==> config.mk <==
export PLATFORM = sky130hd
export DESIGN_NAME = mem_blk_arbiter_flat
export DESIGN_NICKNAME = d
export VERILOG_FILES = /design/src/rtl/mem_blk_arbiter_if.sv /design/src/rtl/mem_blk_arbiter.sv /design/src/flat_wrapper.sv
export SDC_FILE = /design/constraint.sdc
export NUM_CORES = 1
export LEC_CHECK = 0
export CAP_MARGIN = 20
export CORE_AREA = 2 2 533 535
export CTS_BUF_LIST = sky130_fd_sc_hd__clkbuf_4 sky130_fd_sc_hd__clkbuf_8
export DETAILED_ROUTE_END_ITERATION = 16
export DIE_AREA = 0 0 535 537
export GPL_TIMING_DRIVEN = 1
export SYNTH_ARGS = -nofsm -noshare
export SYNTH_HDL_FRONTEND = slang
export SYNTH_SLANG_ARGS = --single-unit
==> constraint.sdc <==
create_clock -name CLK -period 1.67 [get_ports CLK]
set_input_delay 0.334 -clock CLK [delete_from_list [all_inputs] [get_ports CLK]]
set_output_delay 0.334 -clock CLK [all_outputs]
set_load 0.01 [all_outputs]
==> src/rtl/mem_blk_arbiter_if.sv <==
// Bundle of IC/DC requester, memory-port and status signals for the block
// arbiter.
//   slave  : arbiter view (takes requests and memory responses, drives
//            strobes, completions and returned blocks)
//   master : environment view (requesters plus memory model)
interface mem_blk_arbiter_if;
  logic         i_req;
  logic [31:0]  i_addr;
  logic [255:0] i_rdata;
  logic         i_done;
  logic         d_req;
  logic         d_we;
  logic [31:0]  d_addr;
  logic [255:0] d_wdata;
  logic [255:0] d_rdata;
  logic         d_done;
  logic [31:0]  mem_addr;
  logic         mem_blk_read;
  logic         mem_blk_write;
  logic [255:0] mem_wdata;
  logic [255:0] mem_rdata;
  logic         mem_rd_valid;
  logic         mem_wr_valid;
  logic         busy;

  modport slave (
    input  i_req, i_addr, d_req, d_we, d_addr, d_wdata,
           mem_rdata, mem_rd_valid, mem_wr_valid,
    output i_rdata, i_done, d_rdata, d_done,
           mem_addr, mem_blk_read, mem_blk_write, mem_wdata, busy
  );

  modport master (
    output i_req, i_addr, d_req, d_we, d_addr, d_wdata,
           mem_rdata, mem_rd_valid, mem_wr_valid,
    input  i_rdata, i_done, d_rdata, d_done,
           mem_addr, mem_blk_read, mem_blk_write, mem_wdata, busy
  );
endinterface

==> src/rtl/mem_blk_arbiter.sv <==
// Arbiter for the single main-memory block port, shared by the instruction
// cache (block reads) and the data cache (block reads/writes). Serialises
// transactions, bounds IC starvation and re-issues requests that memory has
// not answered within TIMEOUT cycles.
// Ports:
//   CLK   - clock, rising edge
//   RESET - asynchronous active-low reset
//   bus   - mem_blk_arbiter_if.slave: requester, memory and status signals
// Every output is a decode of, or a copy of, a flop; no input reaches an
// output combinationally.
module mem_blk_arbiter #(
  parameter int unsigned STARVE_LIMIT = 4,
  parameter int unsigned TIMEOUT      = 64
) (
  input logic              CLK,
  input logic              RESET,
  mem_blk_arbiter_if.slave bus
);
  localparam logic [3:0] LIMIT    = 4'(STARVE_LIMIT);
  localparam logic [7:0] WAIT_MAX = 8'(TIMEOUT - 1);

  typedef enum logic [2:0] {IDLE, RD_I, RD_D, WR_D, RETRY, RESP} state_e;

  state_e       state_q, state_d;
  state_e       op_q, op_d;          // issuing state of the current transaction
  logic [3:0]   streak_q, streak_d;
  logic [7:0]   wait_q, wait_d;
  logic [31:0]  addr_q, addr_d;
  logic [255:0] wdata_q, wdata_d;
  logic [255:0] irdata_q, irdata_d;
  logic [255:0] drdata_q, drdata_d;
  logic         grant_i;
  logic         resp_ok;

  always_ff @(posedge CLK or negedge RESET) begin
    if (!RESET) begin
      state_q  <= IDLE;
      op_q     <= IDLE;
      streak_q <= '0;
      wait_q   <= '0;
      addr_q   <= '0;
      wdata_q  <= '0;
      irdata_q <= '0;
      drdata_q <= '0;
    end else begin
      state_q  <= state_d;
      op_q     <= op_d;
      streak_q <= streak_d;
      wait_q   <= wait_d;
      addr_q   <= addr_d;
      wdata_q  <= wdata_d;
      irdata_q <= irdata_d;
      drdata_q <= drdata_d;
    end
  end

  always_comb begin
    state_d  = state_q;
    op_d     = op_q;
    streak_d = streak_q;
    wait_d   = wait_q;
    addr_d   = addr_q;
    wdata_d  = wdata_q;
    irdata_d = irdata_q;
    drdata_d = drdata_q;
    grant_i  = 1'b0;
    // Only the response matching the strobe type counts; the other is noise.
    resp_ok  = (state_q == WR_D) ? bus.mem_wr_valid : bus.mem_rd_valid;

    unique case (state_q)
      IDLE: begin
        grant_i = bus.i_req && (!bus.d_req || (streak_q == LIMIT));
        if (grant_i) begin
          state_d  = RD_I;
          op_d     = RD_I;
          addr_d   = bus.i_addr & ~32'h1F;
          streak_d = '0;
          wait_d   = '0;
        end else if (bus.d_req) begin
          state_d = bus.d_we ? WR_D : RD_D;
          op_d    = bus.d_we ? WR_D : RD_D;
          addr_d  = bus.d_addr & ~32'h1F;
          wait_d  = '0;
          if (bus.d_we) wdata_d = bus.d_wdata;
          // Only D grants that actually bypass a waiting I count.
          if (bus.i_req && (streak_q != 4'hF)) streak_d = streak_q + 4'd1;
        end
      end
      RD_I, RD_D, WR_D: begin
        if (resp_ok) begin
          state_d = RESP;
          if (state_q == RD_I) irdata_d = bus.mem_rdata;
          if (state_q == RD_D) drdata_d = bus.mem_rdata;
        end else if (wait_q == WAIT_MAX) begin
          state_d = RETRY;
        end else begin
          wait_d = wait_q + 8'd1;
        end
      end
      RETRY: begin
        state_d = op_q;
        wait_d  = '0;
      end
      RESP:    state_d = IDLE;
      default: state_d = IDLE;
    endcase
  end

  assign bus.mem_blk_read  = (state_q == RD_I) || (state_q == RD_D);
  assign bus.mem_blk_write = (state_q == WR_D);
  assign bus.mem_addr      = addr_q;
  assign bus.mem_wdata     = wdata_q;
  assign bus.i_done        = (state_q == RESP) && (op_q == RD_I);
  assign bus.d_done        = (state_q == RESP) && (op_q != RD_I);
  assign bus.i_rdata       = irdata_q;
  assign bus.d_rdata       = drdata_q;
  assign bus.busy          = (state_q != IDLE);
endmodule

==> src/flat_wrapper.sv <==
// flat-port wrapper written by rule: the top's interface ports become plain ports
module mem_blk_arbiter_flat 
#(
  parameter int unsigned STARVE_LIMIT = 4,
  parameter int unsigned TIMEOUT      = 64
)
  (CLK, RESET, bus_i_req, bus_i_addr, bus_d_req, bus_d_we, bus_d_addr, bus_d_wdata, bus_mem_rdata, bus_mem_rd_valid, bus_mem_wr_valid, bus_i_rdata, bus_i_done, bus_d_rdata, bus_d_done, bus_mem_addr, bus_mem_blk_read, bus_mem_blk_write, bus_mem_wdata, bus_busy);
  mem_blk_arbiter_if bus_i ();
  input logic CLK;
  input logic RESET;
  input wire logic [$bits(bus_i.i_req)-1:0] bus_i_req;
  input wire logic [$bits(bus_i.i_addr)-1:0] bus_i_addr;
  input wire logic [$bits(bus_i.d_req)-1:0] bus_d_req;
  input wire logic [$bits(bus_i.d_we)-1:0] bus_d_we;
  input wire logic [$bits(bus_i.d_addr)-1:0] bus_d_addr;
  input wire logic [$bits(bus_i.d_wdata)-1:0] bus_d_wdata;
  input wire logic [$bits(bus_i.mem_rdata)-1:0] bus_mem_rdata;
  input wire logic [$bits(bus_i.mem_rd_valid)-1:0] bus_mem_rd_valid;
  input wire logic [$bits(bus_i.mem_wr_valid)-1:0] bus_mem_wr_valid;
  output wire logic [$bits(bus_i.i_rdata)-1:0] bus_i_rdata;
  output wire logic [$bits(bus_i.i_done)-1:0] bus_i_done;
  output wire logic [$bits(bus_i.d_rdata)-1:0] bus_d_rdata;
  output wire logic [$bits(bus_i.d_done)-1:0] bus_d_done;
  output wire logic [$bits(bus_i.mem_addr)-1:0] bus_mem_addr;
  output wire logic [$bits(bus_i.mem_blk_read)-1:0] bus_mem_blk_read;
  output wire logic [$bits(bus_i.mem_blk_write)-1:0] bus_mem_blk_write;
  output wire logic [$bits(bus_i.mem_wdata)-1:0] bus_mem_wdata;
  output wire logic [$bits(bus_i.busy)-1:0] bus_busy;
  assign bus_i.i_req = bus_i_req;
  assign bus_i.i_addr = bus_i_addr;
  assign bus_i.d_req = bus_d_req;
  assign bus_i.d_we = bus_d_we;
  assign bus_i.d_addr = bus_d_addr;
  assign bus_i.d_wdata = bus_d_wdata;
  assign bus_i.mem_rdata = bus_mem_rdata;
  assign bus_i.mem_rd_valid = bus_mem_rd_valid;
  assign bus_i.mem_wr_valid = bus_mem_wr_valid;
  assign bus_i_rdata = bus_i.i_rdata;
  assign bus_i_done = bus_i.i_done;
  assign bus_d_rdata = bus_i.d_rdata;
  assign bus_d_done = bus_i.d_done;
  assign bus_mem_addr = bus_i.mem_addr;
  assign bus_mem_blk_read = bus_i.mem_blk_read;
  assign bus_mem_blk_write = bus_i.mem_blk_write;
  assign bus_mem_wdata = bus_i.mem_wdata;
  assign bus_busy = bus_i.busy;
  mem_blk_arbiter #(.STARVE_LIMIT(STARVE_LIMIT), .TIMEOUT(TIMEOUT)) u_core (.CLK(CLK), .RESET(RESET), .bus(bus_i));
endmodule
==> results.txt <==
At the end of routability-driven placement, the weighted congestion stood at 0.887. The number of hold-slack violations in the final timing report was 0; the adder-cell share of the synthesized area was 0.117%. Measured against the total synthesized area, the mux share comes to 30.3%. Height of the die: 537 microns. The flow ran to the end, but the final reports show violations.

In the synthesized netlist the dominant register cell turns out to be dfrtp_1. During I/O placement, the number of pins put on the boundary was 1388. Headroom to the max-slew limit came out at 54.9%.

The proportion of synthesized chip area in sequential cells came out at 63.6%. For this run the aggregate overflow at the end of global routing stands at 0. The initial core utilization was 11.4%. The tools report the startpoint type of the worst setup path as a flip-flop.

The number of buffer cells added on primary ports was 1372. The worst setup path is of the reg2out kind. The total global-route track usage is 13.8%.

The checks that failed: setup timing. The area share of the largest cell type after synthesis was 63.6%; the worst setup slack after layout was -0.592 ns. The first detailed-routing pass ran for 4 iterations.

The analysis attributes to cell leakage a power of 26.8 nW. The logs give 0 for the remaining routing DRC violations and 47.8% for the logic gate share of total power. The later pin in the worst-skew pair is clocked with a latency of 0.90 ns.

Setup repair after global routing could not meet its margin everywhere. The tools report the total number of nets in the final design as 4706. The XOR/XNOR share of the synthesized area was 0.0274%. In the final timing run, aggregate negative setup slack is -356.11 ns. The share of the synthesized area in compound gates (AO/OA/AOI/OAI) works out to 1.60%. In this run switching power makes up 35.6% of total power.

From left edge to right edge, the die measures 535 microns. The floorplan has 195 rows. The count of filler cells inserted in the layout was 29800. The part of the cycle the worst path needs works out to 135%.

For the final database, setup skew stands at 0.0616 ns. In this run the remaining antenna-violating nets after routing total 0. The placed wire-length estimate is 173 mm, and the number of slew-limit violations in the final report is 0.

For the number of antenna violations at the first check in global routing, the log shows 227. For this block, the initial DRC count from the detailed router was 862. The async set-reset flop share out of synthesis came out at 100%.

TritonCTS built the clock tree. Share of power burned in registers: 33.0%. The type of the worst min-delay path is in2reg. IR analysis of the VDD net gives a maximum drop of 0.814 mV. The tools report the number of global-route vias before repair as 27400.

The core region is 281000 sq um. From synthesis to final layout, the design area changed by 89.1%. For the maximum number of buffers from clock root to sink, the log shows 4. The post-synthesis cell area was 32000 sq um; the total number of vias was 26300. The maximum level of the CTS H-tree came out at 4.

STA classifies the critical path endpoint as an output pin. The number of register bits inferred by synthesis was 812; the synthesized instance count was 1887. The final wirelength came out at 211 mm. The clock edge transition at the registers on the reported setup and hold paths works out to 0.06 ns. Dividing total power by cell area gives a power density of 1840 nW/um^2. At the worst endpoint, the arrival time is 1.93 ns. The wire length of the first global-routing pass was 263 mm.

In this run, CTS created clock tree buffers numbering 157. The run gives 71.7 mW as the internal power consumption. The completed layout was analyzed and its total power is 111 mW. Entering global routing, the biggest net connects 77 pins. The largest total area in the synthesized netlist belongs to dfrtp_1. The slew at the pin closest to its max-slew limit came out at 0.677 ns. Unique cell type count in the Yosys netlist: 54. The post-synthesis share of cell area spent on and, or, nand and nor gates is 1.22%. The floorplan step defined a die boundary enclosing 287000 sq um.

The analysis attributes to net switching a power of 39.6 mW. Mean post-synth cell area: 16.9 sq um. By area the synthesized netlist is led by dfrtp_1, mux2_2, mux2_4. The clock share of power was 19.2%; the sink count of the clock tree was 812. For the worst setup path, the data required time is 1.34 ns. The total number of yosys warnings is 0, and the fraction of layout cells with a size suffix above 1 is 49.7%.

The smallest clock period supported by the final layout is computed as 2.26 ns. The number of flops mapped to enable cells by yosys was 0; the maximum achievable frequency was 0.442 GHz. The final setup violation count is 1601.

In this run the clock root is driven by a clkbuf_8. After synthesis, the largest family of logic cells by area is multiplexers. The maximum net fanout on the critical path works out to 4. The detail-routed net length per standard cell was 26.3 microns. The via count normalized by instance count is 3.27, and the max-cap violation count is 0.
## path summary, 6_finish.rpt
path                            slack [ns]  cells past startpoint                        to                    start
worst min-delay path                  0.12                      2  u_core.bus.mem_wdata[78]          bus_d_wdata[78]
worst min register to register        0.47                      2   u_core.bus.mem_addr[28]  u_core.bus.mem_addr[28]
max in group asynchronous             0.16                      4    u_core.bus.d_rdata[22]                    RESET
worst max register to register       -0.55                      8   u_core.bus.d_rdata[194]        u_core.state_q[0]
min in group asynchronous             0.67                      4   u_core.bus.mem_addr[31]                    RESET
worst max-delay path                 -0.59                      4          bus_mem_blk_read        u_core.state_q[1]
## cell type report
type / instances / area (sq um) / share of cell area, %
clock buffers: 235 / 2920 / 4.83
multi-input cells: 963 / 10800 / 17.9
repair buffers: 2177 / 21100 / 34.8
clock inverters: 32 / 388 / 0.642
diodes: 78 / 195 / 0.323
flip-flops and latches: 812 / 20300 / 33.6
well taps: 3743 / 4680 / 7.75
inverters: 9 / 36.3 / 0.0600
## per-layer routing
metal  share of wire, %  wire length [microns]  vias to the layer above  track usage (%)
li1                   -                      -                    11300                -
met1                 36                  76600                    12900             14.6
met2                 47                  98900                     1408             22.7
met3                 12                  25800                      571             7.67
met4                4.3                   9010                      180             5.17
met5               0.56                   1190                        -                0
## Yosys cell counts (4+ instances only)
library cell,count
dfrtp_1,812
mux2_2,382
mux2_4,200
mux2_1,187
buf_6,59
o21ai_0,40
nand2_1,39
buf_4,30
mux2i_1,28
buf_2,9
clkbuf_1,9
inv_1,8
nor2_1,8
a21oi_1,6
nand3_1,6
a22oi_1,5
and2_1,4
## critical path, stage by stage, from the launching register on
cell     delay, ns
dfrtp_2       0.44
buf_6         0.14
xor2_4        0.14
and2_4        0.15
buf_12        0.13
## registers in the layout (all words and copies together), names as in the netlist
signal,cells
u_core.bus.d_rdata,256
u_core.streak_q,4
u_core.state_q,3
u_core.op_q,2
u_core.bus.i_rdata,256
u_core.bus.mem_wdata,256
u_core.wait_q,8
u_core.bus.mem_addr,27
## cell families after synthesis
| family | count (synthesis) |
|---|---|
| flops | 812 |
| other cells | 1 |
| xor+xnor | 1 |
| mux | 797 |
| fa+ha+maj | 3 |
| simple gates | 77 |
| buf+inv | 116 |
| compound gates | 80 |
## power by group through the flow
stage	Combinational [mW]	Clock (mW)	Sequential, mW
after floorplan	14.2	0	39.3
after global placement	49.7	0	35.8
after detailed placement	50.2	0	36.1
after CTS	53.1	22.2	36.6
after global routing	55.9	22.9	37.9
final	53.3	21.4	36.7
## repair_timing
action	4_1_cts	5_1_grt
endpoints found under the setup margin	1597	1611
hold endpoints to repair	1375	0
pin swaps	5	6
gates resized for setup	3763	86
cloned	5	24
buffers inserted	211	14
hold buffers	406	0
## layout by cell type, fill, tap and decap left out, types with 78 or more instances in the layout
cell type	synthesis	layout
dfrtp_1	812	805
clkdlybuf4s50_1	0	571
buf_6	59	435
dlygate4sd3_1	0	406
mux2_2	382	380
buf_4	30	350
buf_2	9	312
mux2_4	200	224
clkbuf_8	0	185
mux2_1	187	165
diode_2	0	78
## through the flow
step	instances	utilization [%]	setup slack, ns	area (sq um)	hold WS (ns)
6_report	8049	21.5	-0.592	60500	0.117
5_1_grt	8003	21.5	-0.734	60300	0.0372
4_1_cts	7934	21.0	-0.751	59200	0.000207
3_5_place_dp	7045	18.1	-0.573	50900	0.183
3_3_place_gp	7045	18.1	-0.546	50900	0.180
2_1_floorplan	1891	-	-0.0407	32000	0.0384
No activity file was read; power rests on OpenSTA's default activity.
